==> config.mk <==
export PLATFORM = sky130hd
export DESIGN_NAME = seq_mag_comp
export DESIGN_NICKNAME = d
export VERILOG_FILES = /design/src/rtl/seq_mag_comp_pkg.sv /design/src/rtl/mag_comp_slice.sv /design/src/rtl/seq_mag_comp.sv
export SDC_FILE = /design/constraint.sdc
export NUM_CORES = 1
export LEC_CHECK = 0
export BUFFER_PORTS_ARGS = -buffer_cell sky130_fd_sc_hd__buf_2
export CORE_ASPECT_RATIO = 0.7
export CORE_MARGIN = 2
export CORE_UTILIZATION = 30
export DETAILED_ROUTE_END_ITERATION = 7
export MAX_ROUTING_LAYER = met4
export PLACE_DENSITY_LB_ADDON = 0.3
export SETUP_SLACK_MARGIN = 0.5
export SLEW_MARGIN = 20
export SYNTH_ARGS = -nofsm -noshare
export SYNTH_HDL_FRONTEND = slang
export SYNTH_SLANG_ARGS = --single-unit
==> constraint.sdc <==
create_clock -name clk -period 4.3 [get_ports clk]
set_clock_uncertainty 0.1 [all_clocks]
set_input_delay 0.86 -clock clk [delete_from_list [all_inputs] [get_ports clk]]
set_output_delay 0.86 -clock clk [all_outputs]
set_load 0.01 [all_outputs]
==> src/rtl/seq_mag_comp_pkg.sv <==
// Shared types for the sequential magnitude comparator: FSM state encoding,
// the one-hot {gt,eq,lt} result encoding and a small sizing helper.
package seq_mag_comp_pkg;

  // Controller states: waiting for a request, or walking slices MSB first
  typedef enum logic {
    IDLE = 1'b0,
    CMP  = 1'b1
  } state_t;

  // Result word packed as {gt, eq, lt}; exactly one bit set once valid
  typedef logic [2:0] result_t;

  localparam result_t RES_NONE = 3'b000;
  localparam result_t RES_GT   = 3'b100;
  localparam result_t RES_EQ   = 3'b010;
  localparam result_t RES_LT   = 3'b001;

  // Width of a counter that must hold values 0..n-1, never narrower than 1 bit
  function automatic int idxWidth(input int n);
    return (n > 1) ? $clog2(n) : 1;
  endfunction

endpackage

==> src/rtl/mag_comp_slice.sv <==
// Combinational unsigned magnitude compare of one SLICE-bit operand slice.
// This is the only arithmetic in the comparator datapath.
module mag_comp_slice #(
  parameter int SLICE = 4
) (
  input  logic [SLICE-1:0] a,
  input  logic [SLICE-1:0] b,
  output logic             gt,
  output logic             eq,
  output logic             lt
);

  // Straight unsigned relational compare; signedness is handled by the caller
  always_comb begin
    gt = (a > b);
    eq = (a == b);
    lt = (a < b);
  end

endmodule

==> src/rtl/seq_mag_comp.sv <==
// Sequential magnitude comparator: compares two WIDTH-bit operands SLICE bits
// per clock, most significant slice first, stopping at the first slice that
// differs. Signed compares invert the operand sign bits on the top slice so
// the unsigned slice comparator gives the two's-complement ordering.
module seq_mag_comp
  import seq_mag_comp_pkg::*;
#(
  parameter int WIDTH = 32,
  parameter int SLICE = 4
) (
  input  logic             clk,
  input  logic             rst_n,
  input  logic             start,
  input  logic             signed_mode,
  input  logic [WIDTH-1:0] a,
  input  logic [WIDTH-1:0] b,
  output logic             busy,
  output logic             done,
  output logic             gt,
  output logic             eq,
  output logic             lt
);

  localparam int NSLICE = WIDTH / SLICE;
  localparam int IDX_W  = idxWidth(NSLICE);

  localparam logic [IDX_W-1:0] LAST_IDX = IDX_W'(NSLICE - 1);
  localparam logic [IDX_W-1:0] ZERO_IDX = '0;
  localparam logic [SLICE-1:0] MSB_MASK = SLICE'(1) << (SLICE - 1);

  state_t           r_state;
  logic [WIDTH-1:0] r_opA;
  logic [WIDTH-1:0] r_opB;
  logic             r_signedMode;
  logic [IDX_W-1:0] r_index;
  logic             r_busy;
  logic             r_done;
  result_t          r_result;

  logic             w_flipMsb;
  logic [SLICE-1:0] w_sliceA;
  logic [SLICE-1:0] w_sliceB;
  logic             w_gt;
  logic             w_eq;
  logic             w_lt;

  // Operands shift left after every equal slice, so the slice under test is
  // always the top SLICE bits; the sign fix-up only applies to the first one.
  assign w_flipMsb = r_signedMode && (r_index == LAST_IDX);
  assign w_sliceA  = r_opA[WIDTH-1 -: SLICE] ^ (w_flipMsb ? MSB_MASK : '0);
  assign w_sliceB  = r_opB[WIDTH-1 -: SLICE] ^ (w_flipMsb ? MSB_MASK : '0);

  mag_comp_slice #(
    .SLICE (SLICE)
  ) u_slice (
    .a  (w_sliceA),
    .b  (w_sliceB),
    .gt (w_gt),
    .eq (w_eq),
    .lt (w_lt)
  );

  // Controller: capture operands on start, then resolve one slice per cycle
  // with early exit on the first difference; results persist until replaced.
  always_ff @(posedge clk) begin
    if (!rst_n) begin
      r_state      <= IDLE;
      r_opA        <= '0;
      r_opB        <= '0;
      r_signedMode <= 1'b0;
      r_index      <= ZERO_IDX;
      r_busy       <= 1'b0;
      r_done       <= 1'b0;
      r_result     <= RES_NONE;
    end else begin
      r_done <= 1'b0;
      case (r_state)
        IDLE: begin
          if (start) begin
            r_opA        <= a;
            r_opB        <= b;
            r_signedMode <= signed_mode;
            r_index      <= LAST_IDX;
            r_busy       <= 1'b1;
            r_state      <= CMP;
          end
        end
        CMP: begin
          if (!w_eq) begin
            r_result <= w_gt ? RES_GT : (w_lt ? RES_LT : RES_NONE);
            r_done   <= 1'b1;
            r_busy   <= 1'b0;
            r_state  <= IDLE;
          end else if (r_index == ZERO_IDX) begin
            r_result <= RES_EQ;
            r_done   <= 1'b1;
            r_busy   <= 1'b0;
            r_state  <= IDLE;
          end else begin
            r_index <= r_index - 1'b1;
            r_opA   <= r_opA << SLICE;
            r_opB   <= r_opB << SLICE;
          end
        end
        default: begin
          r_busy  <= 1'b0;
          r_state <= IDLE;
        end
      endcase
    end
  end

  assign busy = r_busy;
  assign done = r_done;
  assign gt   = r_result[2];
  assign eq   = r_result[1];
  assign lt   = r_result[0];

endmodule
==> metrics, run 1 <==
Synth area leaders dfxtp_1 (42%), o211a_1 (16%), mux2i_1 (16%), nand3_1 (8.7%), clkbuf_1 (2.7%); GP Congestion 0.8027; CP cell instances inv_1, ha_1, nand3_1, o31ai_4, buf_4, nand2_1, a32o_1; Final ANT Viol Nets 0; top-count cell post-synth dfxtp_1; Arr. time, crit path 2970 ps; I/O Pins 73; Comb pwr share 21.4%; Resized Gates After CTS 0; worst slew pin tran 960.6 ps; number of synthesized flops with an enable pin 0; TritonRoute pass-1 iters 4; Seq cells post-synth 74; Tmin final 2852 ps; Max transition margin 35.96%; Tcrit/Tclk final 66.32%; Layout area overhead 20.40%; placed cells 536; Fillers 1180; YS warnings 0; Register-to-Register Path Depth 7; # diodes 0; CP Buf/Inv Count 2; Tightest Hold Check Type reg -> reg; DP HPWL 5.642 mm; CTS buffer count 9; HP Start r_result[2]$_SDFFE_PN0P_; total global-route track usage 14.65%; min setup slack post-route 1448 ps; first-pass GRT wire length 13.94 mm; peak supply drop 0.2124 mV; Final Hold Violating Endpoints 0; grt total ovfl 0; Pwr per Cell Area 476.8 mW/mm²; leading cell types by count after synthesis dfxtp_1 (74), nand3_1 (61), o211a_1 (58), mux2i_1 (57), clkbuf_1 (25); worst-path maximum fanout 63; reg-to-reg setup timing slack 1450 ps; post-synthesis cell type count 32; ys async rst share 0%; chip width 133.5 µm; FMAX 350.7 MHz; worst path required time 4420 ps; status completed; register area share after synthesis 42.08%; Net Switching 0.0005760 W; Syn Std Cell Area 0.003521 mm²; Port-buffer cells 72; ys flop type dfxtp_1; cts hold-fix bufs 0; non-filler instance count after layout 552; Sw Share 28.50%; clock-pin slew on the worst setup and hold paths 60 ps; vias per cell 5.129; Clock Latency Late Sink 330 ps; share of the synthesized area in the top cell type 42.08%; Chip Height 94.64 µm; initial core utilization 30.45%; final setup violation count 0; average wire per standard cell 15.82 µm; TritonCTS clock tree done; die area 0.01263 mm²; Worst Hold Depth 2; Clock Tree Root clkbuf_16; crit end category flop; crit path launch type flop; Multi-input gate area 0.001854 mm²; CP top delay family compound AO/OA/AOI/OAI gates; First DRT Iteration DRCs 166; crit path kind reg -> reg; Slowest-stage cell, CP buf_4; nets 464; Post-Syn Instances 339; Clock Tree Buf Depth 2; share of cells above drive strength 1 24.05%; Hold Path Sink r_result[2]$_SDFFE_PN0P_; pre-CTS worst setup slack 1417 ps; Tot Pwr 0.002021 W; Core Area 0.01156 mm²; Reg-to-Reg End r_opA[1]$_SDFFE_PN0P_; Post-Route WL 8.735 mm; Crit Reg-Reg Startpoint r_opB[30]$_SDFFE_PN0P_; Avg Inst Size Synth 10.39 µm²; # Max-Cap Violations 0; CP max stage delay 600 ps; Clock Sink Count 74; Rows 33; Mapped Nets 413; initial antenna violation count 0; pin count of the biggest net entering global routing 64; internal power 0.001445 W; Max Transition Viols Final 0; RSZ-0062 raised after global routing no; post-CTS setup buffers 0; Synth area leader dfxtp_1; DR vias 2831; vias in the first global route 2761; H-tree depth 3; Seq pwr share 42.1%; Clk pwr share 36.5%; DRC 0; Sequential Area 0.001485 mm²; Leakage 2.209 nW; final setup TNS 0 ps
==> worst max path at each step <==
stage / slack, ps / to / startpoint / depth (start not counted)
3_3_place_gp: 1440 / r_opB[20]$_SDFFE_PN0P_ / start / 4
5_1_grt: 1260 / r_opB[0]$_SDFFE_PN0P_ / r_opB[30]$_SDFFE_PN0P_ / 7
2_1_floorplan: 2220 / r_index[0]$_SDFFE_PN0P_ / start / 7
6_report: 1450 / r_opA[1]$_SDFFE_PN0P_ / r_opB[30]$_SDFFE_PN0P_ / 7
3_5_place_dp: 1420 / r_opA[8]$_SDFFE_PN0P_ / start / 4
4_1_cts: 1460 / r_opA[1]$_SDFFE_PN0P_ / r_opB[30]$_SDFFE_PN0P_ / 7
==> kinds of logic after synthesis <==
kind of cell / after synthesis / share of synthesized area (%)
adders and majority gates: 6 / 2.132
AOI/OAI and AO/OA: 81 / 22.39
xor gates and xnor gates: 1 / 0.4621
DFF: 74 / 42.08
buffers and inverters: 42 / 5.330
and+or+nand+nor: 78 / 11.41
muxes: 57 / 16.20
==> worst min-delay path, stage by stage (launching register included) <==
cell,delay (ps)
dfxtp_1,310
nand3_1,60
o31ai_1,60
==> cell usage in the layout (no fill, tap or decap), types with 2 or more instances in the layout <==
master and count:
nand2_1 2, mux2i_1 57, nor2_1 2, a32o_1 8, inv_1 6, ha_1 6, nor2b_1 4, clkbuf_1 3
o211a_1 58, clkbuf_16 9, o21ai_0 4, nand3_1 61, buf_2 72, o21a_1 2, and2_1 3, dfxtp_1 73
buf_4 4, clkinv_2 2
==> routing by layer <==
| metal | global-route usage [%] | vias to the layer above | part of all wire, % |
|---|---|---|---|
| met5 | - | - | 0 |
| met4 | 3.723 | 0 | 0.89 |
| met3 | 4.240 | 8 | 6.3 |
| met2 | 21.09 | 79 | 43 |
| met1 | 20.10 | 1359 | 50 |
| li1 | - | 1385 | - |
==> stage by stage <==
stage / hold slack (ps) / cell area (µm²) / util, %
3_5_place_dp: 379.6 / 3948 / 34.14
3_3_place_gp: 375.9 / 3948 / 34.14
5_1_grt: 412.4 / 4239 / 36.67
4_1_cts: 387.3 / 4238 / 36.66
2_1_floorplan: 368.6 / 3521 / -
6_report: 382.6 / 4239 / 36.67
==> state kept, by name, summed over array words and instances, names as in the netlist <==
signal,cells
done,1
r_opB,32
r_index,3
busy,1
r_result,3
r_opA,32
r_state,1
r_signedMode,1
==> power by group through the flow <==
stage / registers [W] / clock network (W) / logic (W)
4_1_cts: 0.000851 / 0.000755 / 0.000436
2_1_floorplan: 0.000844 / 0 / 0.000341
5_1_grt: 0.000864 / 0.000784 / 0.000482
6_report: 0.000851 / 0.000738 / 0.000432
3_5_place_dp: 0.000866 / 0 / 0.000435
3_3_place_gp: 0.000863 / 0 / 0.000425
==> cell type report <==
type                       count  area share (%)
clock buffer                  13           5.903
inverter                       6          0.5313
sequential                    74           35.04
multi-input combinational    223           43.74
clock inverter                 3          0.9445
timing repair buffer          76           9.209
tap                          157           4.634
No activity file was read; power rests on OpenSTA's default activity.
==> inputs of run 2 (changes only) <==
ABC_AREA = 1   (was default)
clock period = 2.5 ns   (was 4.3 ns; I/O delays follow)
==> run 2 against run 1 <==
  * Register-to-register slack worse by 770 ps
  * Wire length rose by 15%
  * Via count grew 37%
  * Cell count rose by 50%
  * Clock-buffer cell count decreased by 2
  * Synthesized area up 10%
  * Non-clock buffer count rose by 5
  * Maximum frequency rose by 57%
  * Power up 62%
  * First-iteration DRC count increased by 83%
==> metrics, run 2 <==
# diodes 0; ys flop type dfxtp_1; final setup violation count 0; CTS buffer count 9; total global-route track usage 15.10%; Final ANT Viol Nets 0; ys async rst share 0%; Clock Tree Root clkbuf_16; Leakage 2.343 nW; DP HPWL 6.716 mm; Layout area overhead 19.02%; vias per cell 4.687; DP Area 0.004317 mm²; crit end category flop; DR vias 3890; most common cell after layout, fill and taps aside nand2_1; min setup slack post-route 682.2 ps; I/O Pins 73; vias in the first global route 3558; crit path kind reg -> reg; YS warnings 0; Port-buffer cells 72; chip width 140.0 µm; post-CTS setup buffers 0; Clock Sink Count 74; Tcrit/Tclk final 72.71%; DRC 0; Reg-to-Reg End r_index[0]$_SDFFE_PN0P_; Max Transition Viols Final 0; worst-path maximum fanout 82; first-pass GRT wire length 16.70 mm; Tmin final 1818 ps; H-tree depth 3; biggest regs r_opA (32), r_opB (32); Worst Hold Depth 3; Clock Latency Late Sink 330 ps; pre-CTS worst setup slack 376.9 ps; pin count of the biggest net entering global routing 83; clock-pin slew on the worst setup and hold paths 60 ps; final setup TNS 0 ps; Max transition margin 67.67%; nets 739; Synth area leaders dfxtp_1 (38%), nand2_1 (16%), nand3_1 (9.3%), a21oi_1 (8.5%), o21ai_0 (6.6%); grt total ovfl 0; TritonCTS clock tree done; post-route cell area 0.004619 mm²; Chip Height 99.17 µm; Mapped Nets 693; Crit Reg-Reg Startpoint r_opB[29]$_SDFFE_PN0P_; Rows 34; Register-to-Register Path Depth 9; leading cell types by count after synthesis nand2_1 (163), dfxtp_1 (74), nand3_1 (72), inv_1 (68); register area share after synthesis 38.17%; worst slew pin tran 485.0 ps; Arr. time, crit path 1940 ps; Post-Route WL 10.03 mm; worst path required time 2630 ps; Post-Syn Instances 619; Clock Tree Buf Depth 2; RSZ-0062 raised after global routing no; Hold Path Sink r_opB[0]$_SDFFE_PN0P_; top-count cell post-synth nand2_1; Seq cells post-synth 74; average wire per standard cell 12.09 µm; share of the synthesized area in the top cell type 38.17%; status completed; Worst Setup SP r_opB[29]$_SDFFE_PN0P_; TritonRoute pass-1 iters 5; number of synthesized flops with an enable pin 0; Synth area leader dfxtp_1; Pwr per Cell Area 707.1 mW/mm²; Syn Std Cell Area 0.003881 mm²; FMAX 550.1 MHz; GP Congestion 0.7628; peak supply drop 0.3920 mV; HP Start b[0]; leading cell types in the layout, fill and taps excluded nand2_1 (163), dfxtp_1 (74), nand3_1 (72), buf_2 (72), inv_1 (68); Tightest Hold Check Type in -> reg; Fillers 1391; initial core utilization 31.03%; reg-to-reg setup timing slack 680 ps; post-synthesis cell type count 19; # Max-Cap Violations 0; share of cells above drive strength 1 14.97%; die area 0.01388 mm²; Final Hold Violating Endpoints 0; initial antenna violation count 0; final design utilization 36.93%; Avg Inst Size Synth 6.270 µm²; Core Area 0.01251 mm²; crit path launch type flop; First DRT Iteration DRCs 304; cts hold-fix bufs 0
[run 2: cell count changes in the layout (fill, tap and decap cells not counted), moves of 3 or more]
cell,previous run,this run
a32o_1,8,0
a21oi_1,0,66
nor2b_1,4,0
mux2i_1,57,0
and2_1,3,0
inv_1,6,68
nand2_1,2,163
nand3_1,61,72
clkbuf_1,3,0
o21ai_0,4,51
nor2_1,2,65
buf_4,4,7
o211a_1,58,0
[run 2: cell type report]
cell class	instances	area, µm²	area share, %
inverters	70	262.8	5.688
well taps	162	202.7	4.388
multi-input cells	429	1932	41.82
clock buffers	11	252.7	5.471
flip-flops and latches	74	1481	32.07
clock inverters	3	40.04	0.8667
repair buffers	81	447.9	9.697
[run 2: kinds of logic (layout without fill, tap and decap cells)]
family,after synthesis,after routing,synth area share [%]
buffers and inverters,116,165,12.44
AND/OR/NAND/NOR,305,305,32.14
AO/OA/AOI/OAI,118,118,15.31
adder cells (fa/ha/maj),6,6,1.934
flip-flops,74,74,38.17
[run 2: worst max path at each step]
stage | endpoint | slack [ps]
after detailed placement | r_index[0]$_SDFFE_PN0P_ | 380
final | r_index[0]$_SDFFE_PN0P_ | 680
after global routing | r_index[0]$_SDFFE_PN0P_ | 520
after CTS | r_index[0]$_SDFFE_PN0P_ | 570
after floorplan | r_opA[10]$_SDFFE_PN0P_ | 840
after global placement | r_index[0]$_SDFFE_PN0P_ | 460
[run 2: through the flow]
step / total power, W / instances / hold WS, ps
final: 0.003267 / 830 / 317.5
after CTS: 0.003302 / 830 / 308.5
after floorplan: 0.001825 / 619 / 356.9
after global routing: 0.003459 / 830 / 314.5
after detailed placement: 0.002002 / 816 / 372.3
after global placement: 0.001985 / 816 / 367.6
[run 2: worst max-delay path, stage by stage (launching register included)]
cell     delay (ps)
dfxtp_1         300
inv_1            50
ha_1            290
nand2_1          90
nor2_2           60
nand3_4          90
buf_8           360
nand2_1         170
nor2_1          120
nor2_1           60
[run 2: routing by layer]
layer  global-route usage (%)  wire length (µm)
met4                    3.846                80
met5                        -                 0
met2                    21.35              4209
met1                    21.38              5123
met3                    3.996               618
[run 2: power by group]
| part | leakage [nW] | switching [W] | internal, W |
|---|---|---|---|
| logic | 1.58 | 0.000403 | 0.000240 |
| clock network | 0.147 | 0.000476 | 0.000812 |
| registers | 0.613 | 0.0000395 | 0.00130 |
[run 2: repair_timing]
action | in CTS | in global routing
resized for setup | 1 | 3
endpoints found under the setup margin | 15 | 11
pin swaps | 0 | 0
